<file path="src/rtl/led_pattern_sequencer.sv">
// ============================================================================
// Module   : led_pattern_sequencer
// Purpose  : Plays a loaded LED on/off mask MSB-first, one bit per prescaler
//            period, for a programmed number of passes (0 = forever).
// Revision : 1.0 - initial release
// ============================================================================
`default_nettype none

module led_pattern_sequencer #(
  parameter int CBITS = 26,
  parameter int MBITS = 16,
  parameter int RBITS = 4
) (
  input  logic             i_clk,
  input  logic             i_reset,
  input  logic             i_load,
  input  logic [MBITS-1:0] i_mask,
  input  logic [RBITS-1:0] i_repeat,
  input  logic             i_stop,
  output logic             o_led,
  output logic             o_busy,
  output logic             o_done,
  output logic             o_step
);

  localparam int IBITS = (MBITS > 1) ? $clog2(MBITS) : 1;
  localparam logic [IBITS-1:0] LAST_IDX = IBITS'(MBITS - 1);

  typedef enum logic [1:0] {
    IDLE = 2'd0,
    RUN  = 2'd1,
    DONE = 2'd2
  } state_t;

  state_t           state, state_n;
  logic [CBITS-1:0] presc, presc_n;
  logic [IBITS-1:0] index, index_n;
  logic [MBITS-1:0] mask, mask_n;
  logic [RBITS-1:0] remaining, remaining_n;
  logic             forever_mode, forever_n;
  logic             led, led_n;
  logic             wrap;

  assign wrap = (state == RUN) && (presc == '1);

  always_ff @(posedge i_clk) begin
    if (i_reset) begin
      state        <= IDLE;
      presc        <= '0;
      index        <= '0;
      mask         <= '0;
      remaining    <= '0;
      forever_mode <= 1'b0;
      led          <= 1'b0;
    end else begin
      state        <= state_n;
      presc        <= presc_n;
      index        <= index_n;
      mask         <= mask_n;
      remaining    <= remaining_n;
      forever_mode <= forever_n;
      led          <= led_n;
    end
  end

  always_comb begin
    state_n     = state;
    presc_n     = presc;
    index_n     = index;
    mask_n      = mask;
    remaining_n = remaining;
    forever_n   = forever_mode;
    led_n       = led;

    // Stop outranks load in every state; in IDLE it leaves nothing to change.
    if (i_stop) begin
      state_n = IDLE;
      presc_n = '0;
      led_n   = 1'b0;
    end else if (i_load) begin
      state_n     = RUN;
      presc_n     = '0;
      index_n     = LAST_IDX;
      mask_n      = i_mask;
      remaining_n = i_repeat;
      forever_n   = (i_repeat == '0);
      led_n       = i_mask[MBITS-1];
    end else begin
      case (state)
        RUN: begin
          presc_n = presc + CBITS'(1);
          if (wrap) begin
            if (index != '0) begin
              index_n = index - IBITS'(1);
              led_n   = mask[index - IBITS'(1)];
            end else if (forever_mode || (remaining > RBITS'(1))) begin
              if (!forever_mode) begin
                remaining_n = remaining - RBITS'(1);
              end
              index_n = LAST_IDX;
              led_n   = mask[MBITS-1];
            end else begin
              state_n = DONE;
              led_n   = 1'b0;
            end
          end
        end
        DONE:    state_n = IDLE;
        default: state_n = state;
      endcase
    end
  end

  assign o_led  = led;
  assign o_busy = (state == RUN);
  assign o_done = (state == DONE);
  assign o_step = wrap;

endmodule

`default_nettype wire

</file>
<file path="config.mk">
export PLATFORM = sky130hd
export DESIGN_NAME = led_pattern_sequencer
export DESIGN_NICKNAME = d
export VERILOG_FILES = /design/src/rtl/led_pattern_sequencer.sv
export SDC_FILE = /design/constraint.sdc
export NUM_CORES = 1
export LEC_CHECK = 0
export CAP_MARGIN = 10
export CORE_MARGIN = 10
export CORE_UTILIZATION = 30
export CTS_CLUSTER_SIZE = 12
export DETAILED_ROUTE_END_ITERATION = 10
export PLACE_DENSITY_LB_ADDON = 0.2
export SLEW_MARGIN = 30
export SYNTH_ARGS = -nofsm -noshare
export SYNTH_HDL_FRONTEND = slang
export SYNTH_SLANG_ARGS = --single-unit
</file>
<file path="constraint.sdc">
create_clock -name i_clk -period 2.7 [get_ports i_clk]
set_input_delay 0.405 -clock i_clk [delete_from_list [all_inputs] [get_ports i_clk]]
set_output_delay 0.405 -clock i_clk [all_outputs]
set_load 0.01 [all_outputs]
</file>
Yosys cells after proc, flatten, opt, wreduce, memory -nomap -nowiden
Cells that the tools add are included.
{"block": "word_totals", "ff_bits": 54, "out_inout_bits": 4, "word_cells": 66}
{"block": "op_classes", "n_mux": 23, "n_bitwise": 1, "reduce_logical": 18, "add_sub_neg": 3, "magnitude_cmp": 2, "n_eq_ne": 11}
{"cell": "$mux W4", "count": 11}
{"cell": "$add A26 B1 Y26 const B", "count": 1}
{"cell": "$eq A26 B26 Y1 const B", "count": 1}
{"cell": "$reduce_and A4 Y1", "count": 3}
{"cell": "$ne A2 B2 Y1 const B", "count": 4}
{"cell": "$reduce_bool A2 Y1", "count": 4}
{"cell": "$sub A4 B1 Y4 const B", "count": 2}
{"cell": "$mux W1", "count": 7}
{"cell": "$mux W2", "count": 3}
{"cell": "$ne A3 B3 Y1 const B", "count": 2}
{"cell": "$reduce_and A6 Y1", "count": 1}
{"cell": "$reduce_bool A3 Y1", "count": 2}
{"cell": "$lt A4 B5 Y1 const B", "count": 1}
{"cell": "$bmux W1 S4", "count": 1}
{"cell": "$gt A4 B1 Y1 const B", "count": 1}
{"cell": "$logic_not A4 Y1", "count": 1}
{"cell": "$pmux W2 S2", "count": 1}
{"cell": "$reduce_and A2 Y1", "count": 2}
{"cell": "$reduce_bool A4 Y1", "count": 1}
{"cell": "$ne A3 B2 Y1 const B", "count": 1}
{"cell": "$reduce_or A3 Y1", "count": 1}
{"cell": "$eq A2 B1 Y1 const B", "count": 1}
{"cell": "$eq A2 B2 Y1 const B", "count": 1}
{"cell": "$ne A2 B1 Y1 const B", "count": 1}
{"cell": "other kinds (4)", "count": 4}

Depth between registers and ports, before layout
{"block": "logic_depth", "word_depth": 7, "depth_mapped": 9}

Worst setup path before layout
Ideal clock, no wire load.
{"block": "synth_timing", "path_type": "flip-flop to flip-flop", "from": "register index[0]", "to": "register led, in the netlist o_led", "period_less_slack_ns": 2.000, "path_buffers": 2, "stages_incl_launch_ff": 10, "arrival_time_ns": 1.875, "required_ns": 2.576, "slack_ns": 0.700, "setup_time_ns": 0.124, "path_cell_list": "dfxtp_1 > buf_6 > inv_1 > ha_1 > buf_4 > mux4_1 > mux2_2 > and3_1 > nor4_1 > nor4_1"}
{"block": "synth_between", "elab_chain_len": 7, "elab_cells_between_ends": 8, "cone_classes": "add/sub (1); mux (6); reduce/logical (1)"}
{"element": "from (decl)", "line": "37", "text": "logic [IBITS-1:0] index, index_n;"}
{"element": "from (signal assigned)", "line": "58", "text": "index <= index_n;"}
{"element": "$sub A4 B1 Y4", "line": "95", "text": "led_n = mask[index - IBITS'(1)];"}
{"element": "$bmux W1 S4", "line": "95"}
{"element": "$mux W1 (implied by the code)", "line": "95"}
{"element": "$mux W1 *", "line": "93", "text": "if (index != '0) begin"}
{"element": "$mux W1 *", "line": "92", "text": "if (wrap) begin"}
{"element": "$mux W1 *", "line": "89", "text": "case (state)"}
{"element": "$mux W1 *", "line": "80", "text": "end else if (i_load) begin"}
{"element": "to (signal assigned)", "line": "62", "text": "led <= led_n;"}
{"element": "to (decl)", "line": "41", "text": "logic led, led_n;"}
Every way passes the cells marked *; elsewhere a longest branch is shown, timed or not. The select of a mux whose other input is x is not followed.
A chain may end at the register's enable or synchronous reset.

Worst setup path after layout
{"block": "layout_timing", "from": "register presc[0]", "to": "output port o_step"}
{"block": "layout_between", "elab_chain_len": 2}
{"element": "from (decl)", "line": "36", "text": "logic [CBITS-1:0] presc, presc_n;"}
{"element": "from (signal assigned)", "line": "57", "text": "presc <= presc_n;"}
{"element": "$eq A26 B26 Y1", "line": "44", "text": "assign wrap = (state == RUN) && (presc == '1);"}
{"element": "$logic_and A1 B1 Y1", "line": "44"}
{"element": "to (decl)", "line": "23", "text": "output logic o_step"}
No other way between the ends.

==> impl_metrics.json <==
{
  "path_clk_slew_ns": 0.10,
  "insertion_delay_ns": 0.31,
  "ys_ff_latch": 54,
  "die_w_um": 116,
  "grt.overflow.total": 0,
  "placed_area_um2": 3150,
  "syn_area_um2": 2790,
  "end_kind": "primary output",
  "run_status": "completed",
  "cp_cell_sequence": "ha_1 -> and4b_1 -> nand2_1 -> nor2_1 -> and3_1 -> clkdlybuf4s50_1",
  "cts_sinks": 54,
  "hold_viol": 0,
  "firstDrtPassIters": 4,
  "place_ws_ns": 0.559,
  "antenna_found_initial": 0,
  "fill_cells": 946,
  "portBuffers": 27,
  "cts_hold_buf": 0,
  "grt_pass1_vias": 2361,
  "cts_tree": "yes",
  "coreArea_um2": 9150,
  "synthCells": 327,
  "cpLargestDelayFamily": "simple AND/OR/NAND/NOR gates",
  "async_reset_ff_share_pct": 0,
  "power.density_nw_per_um2": 465,
  "totalNegativeSetupSlack_ns": 0,
  "clock_path_buffers": 2,
  "fin_nets": 377,
  "crit_fanout": 5,
  "multi_input_area_um2": 1560,
  "hold_path.class": "reg2reg",
  "worst_slack_ns": 0.228,
  "fin_skew_ns": 0.00667,
  "grt_usage_pct": 9.93,
  "n_antenna_cell": 0,
  "setup_viol_count_final": 0,
  "via_count": 2319,
  "start_kind": "flop",
  "slew_headroom_pct": 62.0,
  "syn-num-nets": 355,
  "crit_required_ns": 2.30,
  "avgRoutedWirePerCell_um": 13.9,
  "routed_wl_um": 6410,
  "drt_iter0_drc": 138,
  "leakagePower_nw": 1.14,
  "cpPeakStageDelay_ns": 0.53,
  "arrival_ns": 2.07,
  "die_area_um2": 13600,
  "cts_buffers": 5,
  "holdWs_ns": 0.460,
  "final_area_um2": 3240,
  "critPathBufInv": 1,
  "yosys_warnings": 0,
  "cts_resized": 0,
  "ys.flop_type": "dfxtp_1",
  "slew_viol_final": 0,
  "postRouteAntennaNets": 0,
  "yosysSeqAreaShare_pct": 38.7,
  "rows": 35,
  "syn2layout_area_growth_pct": 16.1,
  "path_class": "reg2out",
  "total_power_mw": 1.51,
  "synth_cell_type_count": 55,
  "grt_start_max_net_pins": 28,
  "maxCapViolCount": 0,
  "drt-vias-per-instance": 5.03,
  "max_freq_mhz": 404,
  "regArea_um2": 1080,
  "min_period_ns": 2.47,
  "gp_congestion": 0.782,
  "io_pins": 28,
  "synth_edf_count": 0,
  "grt_pass1_wl_um": 11100,
  "cts_root_buf": "clkbuf_8",
  "cts_setup_buffers": 0,
  "period_share_pct": 91.6,
  "avgSynthCellArea_um2": 8.54,
  "htreeDepth": 2,
  "irDropWorstVdd_mv": 0.202,
  "fp.dieH_um": 116,
  "drive_above_1_share_pct": 7.43,
  "drc_errors": 0,
  "start_util_pct": 30.5,
  "cpMaxStageDelayCell": "clkdlybuf4s50_1",
  "worst_pin_slew_ns": 0.569,
  "hpwl_um": 4650,
  "rsz0062_at_grt": "false"
}
-- metrics by stage --
stage          util, %  cells
2_1_floorplan        -    327
3_3_place_gp      34.5    453
3_5_place_dp      34.5    453
4_1_cts           35.4    461
5_1_grt           35.4    461
6_report          35.4    461
-- registers in the layout, indices dropped and copies added (netlist names) --
name          flops
remaining         4
mask             16
presc            26
forever_mode      1
o_led             1
index             4
state             2
-- cell usage in the layout, fill, tap and decap left out, drive strengths merged, types with 3 or more instances in the layout --
master,netlist,layout
a211oi,3,3
nand2,47,47
ha,4,4
a21oi,23,23
mux2i,5,5
nand3,14,14
xor2,18,18
and3,7,7
and4,4,4
mux4,4,4
clkbuf,13,6
dfxtp,54,54
nor2,37,37
nand4,12,12
nor3,7,7
o21ai,5,5
nor4,7,7
buf,8,9
xnor2,8,8
clkdlybuf4s50,0,27
nor2b,3,3
inv,10,10
-- layout make-up --
class,instances,area share (%)
Tap cell,111,4.29
Multi-Input combinational cell,242,48.1
Clock buffer,6,2.24
Sequential cell,54,33.4
Timing Repair Buffer,36,10.4
Inverter,10,1.16
Clock inverter,2,0.425
-- cell families after synthesis --
| kind of cell | after synthesis | share of synthesized area, % |
|---|---|---|
| and+or+nand+nor | 151 | 27.8 |
| DFF | 54 | 38.7 |
| AOI/OAI and AO/OA | 51 | 12.1 |
| buffers and inverters | 31 | 5.42 |
| xor gates and xnor gates | 26 | 8.16 |
| muxes | 10 | 5.96 |
| adders and majority gates | 4 | 1.79 |
-- synth_stat cells (all sizes together), types with 2 or more instances --
library cell  instances  share of area [%]
a211oi                3               0.99
a21oi                23                4.1
a22oi                 2               0.54
a311oi                2               0.63
and2                  2               0.45
and3                  7                1.6
and4                  4                1.3
buf                   8                2.3
clkbuf               13                1.7
dfxtp                54                 39
ha                    4                1.8
inv                  10                1.3
mux2i                 5                1.8
mux4                  4                3.8
nand2                47                6.3
nand2b                2               0.45
nand3                14                2.5
nand4                12                2.9
nor2                 37                5.0
nor2b                 3               0.67
nor3                  7                1.3
nor4                  7                2.9
nor4b                 2               0.63
o21ai                 5               0.90
o2bb2ai               2               0.63
xnor2                 8                2.5
xor2                 18                5.6
-- worst paths after layout --
path / start / cells after the start / slack, ns / to
min: mask[9] / 2 / 0.46 / mask[9]
max: presc[0] / 6 / 0.23 / o_step
max reg2reg: index[0] / 7 / 0.58 / index[2]
min reg2reg: mask[9] / 2 / 0.46 / mask[9]
-- where the power goes --
group / internal, mW / switching (mW)
clock: 0.184 / 0.274
combinational: 0.104 / 0.111
sequential: 0.818 / 0.0179
-- tightest hold or removal path, cell delays in order, from the launching register on --
cell and delay (ns):
dfxtp_1 0.32, nand2_1 0.05, a21oi_1 0.05
-- routing by layer --
layer / up-vias / routed length, um / GRT usage [%]
met5: - / 0 / 0
met4: 0 / 108 / 3.67
met3: 11 / 226 / 2.57
met2: 44 / 3030 / 16.2
met1: 1068 / 3050 / 12.3
li1: 1196 / - / -
No activity file was read; power rests on OpenSTA's default activity.
